## src/rtl/tick_generator_pkg.sv

```systemverilog
// Shared constants for the tick generator: widths, channel count and the reset divisors
// derived from the system clock and the target rates.
package tick_generator_pkg;

    localparam int unsigned CntWidth    = 16;
    localparam int unsigned NumChannels = 4;
    localparam int unsigned ChanIdxW    = 4;

    localparam int unsigned SysClkHz = 20_000_000;
    localparam int unsigned CpuClkHz = 4_000_000;
    localparam int unsigned PerClkHz = 1_000_000;
    localparam int unsigned RtcClkHz = 1_000_000;
    localparam int unsigned BaudRate = 115_200;

    typedef logic [CntWidth-1:0] div_t;

    // Truncating divide: the bit channel runs slightly fast rather than slow.
    function automatic div_t calc_div(input int unsigned freq_hz);
        return div_t'(SysClkHz / freq_hz);
    endfunction

    // Channel order: cpu, per, rtc, bit (index 0 in the low slice).
    localparam logic [NumChannels-1:0][CntWidth-1:0] DivInit = {
        calc_div(BaudRate), calc_div(RtcClkHz), calc_div(PerClkHz), calc_div(CpuClkHz)
    };

endpackage

```

## src/rtl/tick_channel.sv

```systemverilog
// One divider channel: counts to div_q-1, emits a registered tick and toggles level on wrap.
module tick_channel
    import tick_generator_pkg::*;
#(
    parameter int unsigned          cnt_width = CntWidth,
    parameter logic [cnt_width-1:0] div_init  = cnt_width'(1)
) (
    input  logic                 clock_i,
    input  logic                 reset_ni,
    input  logic                 wr_i,
    input  logic                 wr_now_i,
    input  logic [cnt_width-1:0] wr_data_i,
    input  logic                 align_i,
    output logic                 tick_o,
    output logic                 level_o,
    output logic                 pend_o
);

    logic [cnt_width-1:0] cnt_q, cnt_d;
    logic [cnt_width-1:0] div_q, div_d;
    logic [cnt_width-1:0] divp_q, divp_d;
    logic                 pend_q, pend_d;
    logic                 tick_q, tick_d;
    logic                 level_q, level_d;
    logic                 enabled;
    logic                 wrap;

    assign enabled = (div_q != '0);
    assign wrap    = enabled && (cnt_q == div_q - cnt_width'(1));

    always_comb begin
        cnt_d   = cnt_q;
        div_d   = div_q;
        divp_d  = divp_q;
        pend_d  = pend_q;
        tick_d  = 1'b0;
        level_d = level_q;
        if (wr_i && (wr_now_i || align_i || !enabled)) begin
            // Restart with the written divisor; any deferred value is dropped.
            div_d  = wr_data_i;
            cnt_d  = '0;
            pend_d = 1'b0;
        end else if (align_i) begin
            cnt_d  = '0;
            pend_d = 1'b0;
            if (pend_q) begin
                div_d = divp_q;
            end
        end else if (enabled) begin
            if (wrap) begin
                cnt_d   = '0;
                tick_d  = 1'b1;
                level_d = ~level_q;
                if (pend_q) begin
                    div_d  = divp_q;
                    pend_d = 1'b0;
                end
            end else begin
                cnt_d = cnt_q + cnt_width'(1);
            end
            // A deferred write on the wrap cycle queues behind the value consumed now.
            if (wr_i) begin
                divp_d = wr_data_i;
                pend_d = 1'b1;
            end
        end
    end

    always_ff @(posedge clock_i or negedge reset_ni) begin
        if (!reset_ni) begin
            cnt_q   <= '0;
            div_q   <= div_init;
            divp_q  <= '0;
            pend_q  <= 1'b0;
            tick_q  <= 1'b0;
            level_q <= 1'b0;
        end else begin
            cnt_q   <= cnt_d;
            div_q   <= div_d;
            divp_q  <= divp_d;
            pend_q  <= pend_d;
            tick_q  <= tick_d;
            level_q <= level_d;
        end
    end

    assign tick_o  = tick_q;
    assign level_o = level_q;
    assign pend_o  = pend_q;

endmodule

```

## src/rtl/tick_generator.sv

```systemverilog
// Multi-channel tick generator: decodes divisor writes and fans align out to each channel.
module tick_generator
    import tick_generator_pkg::*;
#(
    parameter int unsigned                        channels  = NumChannels,
    parameter int unsigned                        cnt_width = CntWidth,
    parameter logic [channels-1:0][cnt_width-1:0] div_init  = DivInit
) (
    input  logic                 clock_i,
    input  logic                 reset_ni,
    input  logic                 wr_en_i,
    input  logic [ChanIdxW-1:0]  wr_chan_i,
    input  logic [cnt_width-1:0] wr_data_i,
    input  logic                 wr_now_i,
    input  logic                 align_i,
    output logic [channels-1:0]  tick_o,
    output logic [channels-1:0]  level_o,
    output logic [channels-1:0]  pend_o
);

    // Out-of-range channel indices match no instance and are dropped.
    for (genvar g = 0; g < channels; g++) begin : g_chan
        logic wr_sel;
        assign wr_sel = wr_en_i && (wr_chan_i == ChanIdxW'(g));

        tick_channel #(
            .cnt_width (cnt_width),
            .div_init  (div_init[g])
        ) u_chan (
            .clock_i   (clock_i),
            .reset_ni  (reset_ni),
            .wr_i      (wr_sel),
            .wr_now_i  (wr_now_i),
            .wr_data_i (wr_data_i),
            .align_i   (align_i),
            .tick_o    (tick_o[g]),
            .level_o   (level_o[g]),
            .pend_o    (pend_o[g])
        );
    end

endmodule

```

## config.mk

```make
export PLATFORM = sky130hd
export DESIGN_NAME = tick_generator
export DESIGN_NICKNAME = d
export VERILOG_FILES = /design/src/rtl/tick_generator_pkg.sv /design/src/rtl/tick_channel.sv /design/src/rtl/tick_generator.sv
export SDC_FILE = /design/constraint.sdc
export NUM_CORES = 1
export LEC_CHECK = 0
export CAP_MARGIN = 5
export CORE_UTILIZATION = 60
export CTS_BUF_LIST = sky130_fd_sc_hd__clkbuf_16
export DETAILED_ROUTE_END_ITERATION = 16
export GPL_TIMING_DRIVEN = 0
export PLACE_DENSITY = 0.78
export SLEW_MARGIN = 20
export SYNTH_ARGS = -nofsm -noshare
export SYNTH_HDL_FRONTEND = slang
export SYNTH_SLANG_ARGS = --single-unit
```

## constraint.sdc

```tcl
create_clock -name clock_i -period 3.3 [get_ports clock_i]
set_input_delay 0.99 -clock clock_i [delete_from_list [all_inputs] [get_ports clock_i]]
set_output_delay 0.99 -clock clock_i [all_outputs]
set_load 0.005 [all_outputs]
```

==> results by group <==
Status
  – Outcome: finished, final reports clean

Critical path
  – Startpoint Class: primary input
  – Slowest-stage cell, CP: clkdlybuf4s50_1
  – CP required: between 3000 and 4000 ps
  – Max FO, Critical Path: 7
  – CP dominant cell by count: and3_1
  – CP Cell Sequence: clkdlybuf4s50_1 -> nor4b_2 -> nor2b_2 -> o31a_1 -> and3_1 -> clkbuf_1 -> and3_1 -> xnor2_1 -> nor2_1
  – Crit end category: flip-flop
  – CP max stage delay: roughly 600 ps
  – WP buf/inv: 2
  – Crit-path leading delay family: simple AND/OR/NAND/NOR gates
  – Crit path arrival time: approximately 3500 ps
  – Crit Path Category: in2reg

Routing
  – Final ANT Viol Nets: 0
  – Number of DRC markers in iteration 0: 817
  – WL final: 27.9 mm
  – Avg WL per Cell: ~18 µm
  – Routed via count: 9374
  – Drt drc: 0
  – TritonRoute pass-1 iters: 6
  – Vias per cell: 6.17

Clock network
  – H-tree depth: 1
  – Clock-pin slew on the worst setup and hold paths: ~60 ps
  – Clk_lat worst skew: ~500 ps
  – CTS Buf Count: 23
  – Clock Tree Buf Depth: 3
  – CTS Sinks: slightly above 200
  – Root Buffer: clkbuf_16
  – CTS tree: yes

Floorplan
  – Core box area: 0.0189 mm²
  – Die Wd: approximately 140 µm
  – Std-Cell Rows: 50
  – Starting Density: between 60% and 70%
  – DIE HEIGHT: about 140 µm
  – Die area: between 0.02 and 0.025 mm²
  – Ports: 37

Min path
  – Hold WC Path Type: in2async

Yosys
  – Synth warnings: 0
  – Synth Cell Area: between 0.01 and 0.015 mm²
  – Post-synthesis sequential area ratio: a little over two fifths
  – Mean area per synthesized cell: between 9 and 10 µm²
  – Syn_nets: between 1000 and 1500
  – Cell accounting for the most synthesized area: dfrtp_1
  – Distinct cell type count after synthesis: 75
  – Top post-synthesis cells by area: dfrtp_1 41%, mux2_2 6.4%, xnor2_1 5.7%, xor2_1 4.9%, nor2_1 4.1%
  – Top FF cell, synth: dfrtp_1
  – Top cell type's share of synthesized area: 41.3%
  – Post-synth ARST share: 100%
  – Synth Register Bits: 204
  – Post-Synthesis Cells: between 1000 and 1500
  – Number of synthesized flops with an enable pin: 0

GRT
  – Vias in the first global route: about 9000
  – Pin count of the biggest net entering global routing: 87
  – GR Overflow Total: 0
  – GRT Util Overall: approximately 29%
  – Initial antenna violation count: 0
  – First-pass GRT wire length: between 40 and 50 mm

Final layout
  – Fill cells: between 1000 and 1500
  – Ant. Diodes: 0
  – Layout Area Growth over Synthesis: 14.0%
  – Post-Route Utilization: between 70% and 80%
  – Share of cells above drive strength 1: about 15%
  – Final #Nets: between 1000 and 1500

Power
  – Comb pwr share: between 15 and 20%
  – Max IR drop VDD: between 0.3 and 0.4 mV
  – Clock network power share: about a third
  – Power, Total: about 7 mW
  – Net switching power figure: between 2 and 2.5 mW
  – Sequential share of power: 46.7%
  – Switching part of the total: about 30%
  – Power per cell area: 531 mW/mm²
  – Internal power: ~5.0 mW
  – Lkg Pwr: ~5.5 nW

Timing
  – Tcrit/Tclk final: 95.2%
  – Minimum clock period: 3140 ps
  – Max Clk Rate: between 300 and 400 MHz
  – Worst slew pin tran: around 600 ps
  – Max Transition Viols Final: 0
  – Post-route clock skew: 6.93 ps
  – Slew headroom: approximately 60%
  – Final setup viols: 0
  – Final hold violation count: 0

Placed design
  – # port buffers: 36
  – HPWL Detailed: between 15 and 20 mm
  – Global placer's final weighted congestion: 0.926

Run
  – Max_cap viols: 0
## state kept, by name (all words and copies together), names as in the netlist
| register | flops |
|---|---|
| g_chan.u_chan.divp_q | 64 |
| g_chan.u_chan.level_o | 4 |
| g_chan.u_chan.pend_o | 4 |
| g_chan.u_chan.cnt_q | 64 |
| g_chan.u_chan.tick_o | 4 |
| g_chan.u_chan.div_q | 64 |
## cell usage after synthesis (26+ instances only)
library cell and n:
a2bb2oi_1 38, nor2_1 127, xnor2_1 76, o21ai_0 65, mux2_2 66, nand3b_1 52, dfrtp_1 193, nand3_1 39
clkbuf_1 40, nand2_1 68, nor3_1 26, nand4_1 30, xor2_1 65
## layout by cell type (no fill, tap or decap), types with 33 or more instances in the layout
| cell type | n |
|---|---|
| dfrtp_1 | 193 |
| nor2_1 | 125 |
| xnor2_1 | 76 |
| nand2_1 | 67 |
| mux2_2 | 66 |
| o21ai_0 | 65 |
| xor2_1 | 65 |
| nand3b_1 | 52 |
| nand3_1 | 39 |
| a2bb2oi_1 | 38 |
| clkdlybuf4s50_1 | 35 |
| clkbuf_1 | 33 |
## through the flow
step | hold slack, ps | worst slack [ps] | setup TNS, ps | std cells | area (µm²)
CTS | 360 | 16.0 | 0 | 1516 | 13200
global route | 366 | -0.821 | -0.821 | 1520 | 13300
global placement | 457 | -7230 | -1523850 | 1474 | 12400
finish | 349 | 160 | 0 | 1520 | 13300
detailed placement | 459 | -786 | -63980 | 1476 | 12500
floorplan | 443 | 327 | 0 | 1178 | 11700
## repair_timing
item	in CTS	in global routing
resized for setup	7	36
endpoints found under the setup margin	62	134
pin swaps	0	5
hold buffers	0	0
setup buffers	0	5
## logic make-up after synthesis
group,Yosys count,share of synthesized area (%)
AOI/OAI and AO/OA,211,13.2
buffers and inverters,95,3.81
DFF,204,43.7
muxes,71,6.79
and+or+nand+nor,444,20.6
xor gates and xnor gates,141,10.6
adders and majority gates,12,1.28
## final timing paths
kind | start | to | slack, ps | cells after the start
setup / recovery | wr_chan_i[3] | g_chan[0].u_chan.cnt_q[5] | 160 | 9
hold / removal | reset_ni | g_chan[1].u_chan.cnt_q[2] | 350 | 1
setup reg to reg | g_chan[2].u_chan.div_q[2] | g_chan[2].u_chan.pend_o | 180 | 10
hold reg to reg | g_chan[3].u_chan.level_o | g_chan[3].u_chan.level_o | 460 | 1
max in group asynchronous | reset_ni | g_chan[2].u_chan.div_q[2] | 1800 | 3
min in group clock_i | g_chan[3].u_chan.level_o | g_chan[3].u_chan.level_o | 460 | 1
## power by group through the flow
stage | clock (mW) | sequential (mW) | combinational [mW]
after floorplan | 0 | 3.19 | 1.02
after global placement | 0 | 3.31 | 1.27
after detailed placement | 0 | 3.32 | 1.33
after CTS | 2.44 | 3.28 | 1.34
after global routing | 2.55 | 3.35 | 1.51
final | 2.40 | 3.31 | 1.37
## per-layer routing
metal | up-vias | part of all wire, % | global-route usage (%)
li1 | 4379 | - | -
met4 | 0 | 1.1 | 5.55
met3 | 33 | 5.2 | 3.54
met2 | 241 | 47 | 45.8
met1 | 4721 | 46 | 42.4
met5 | - | 0 | 0
## final cells by class
| type | count | area [µm²] | share of cell area, % |
|---|---|---|---|
| Multi-Input combinational cell | 879 | 6280 | 47.1 |
| Inverter | 21 | 78.8 | 0.591 |
| Buffer | 73 | 382 | 2.86 |
| Tap cell | 260 | 325 | 2.44 |
| Clock inverter | 17 | 123 | 0.919 |
| Clock buffer | 23 | 576 | 4.31 |
| Timing Repair Buffer | 43 | 458 | 3.43 |
| Sequential cell | 204 | 5120 | 38.4 |
(Power assumes the default switching activity.)
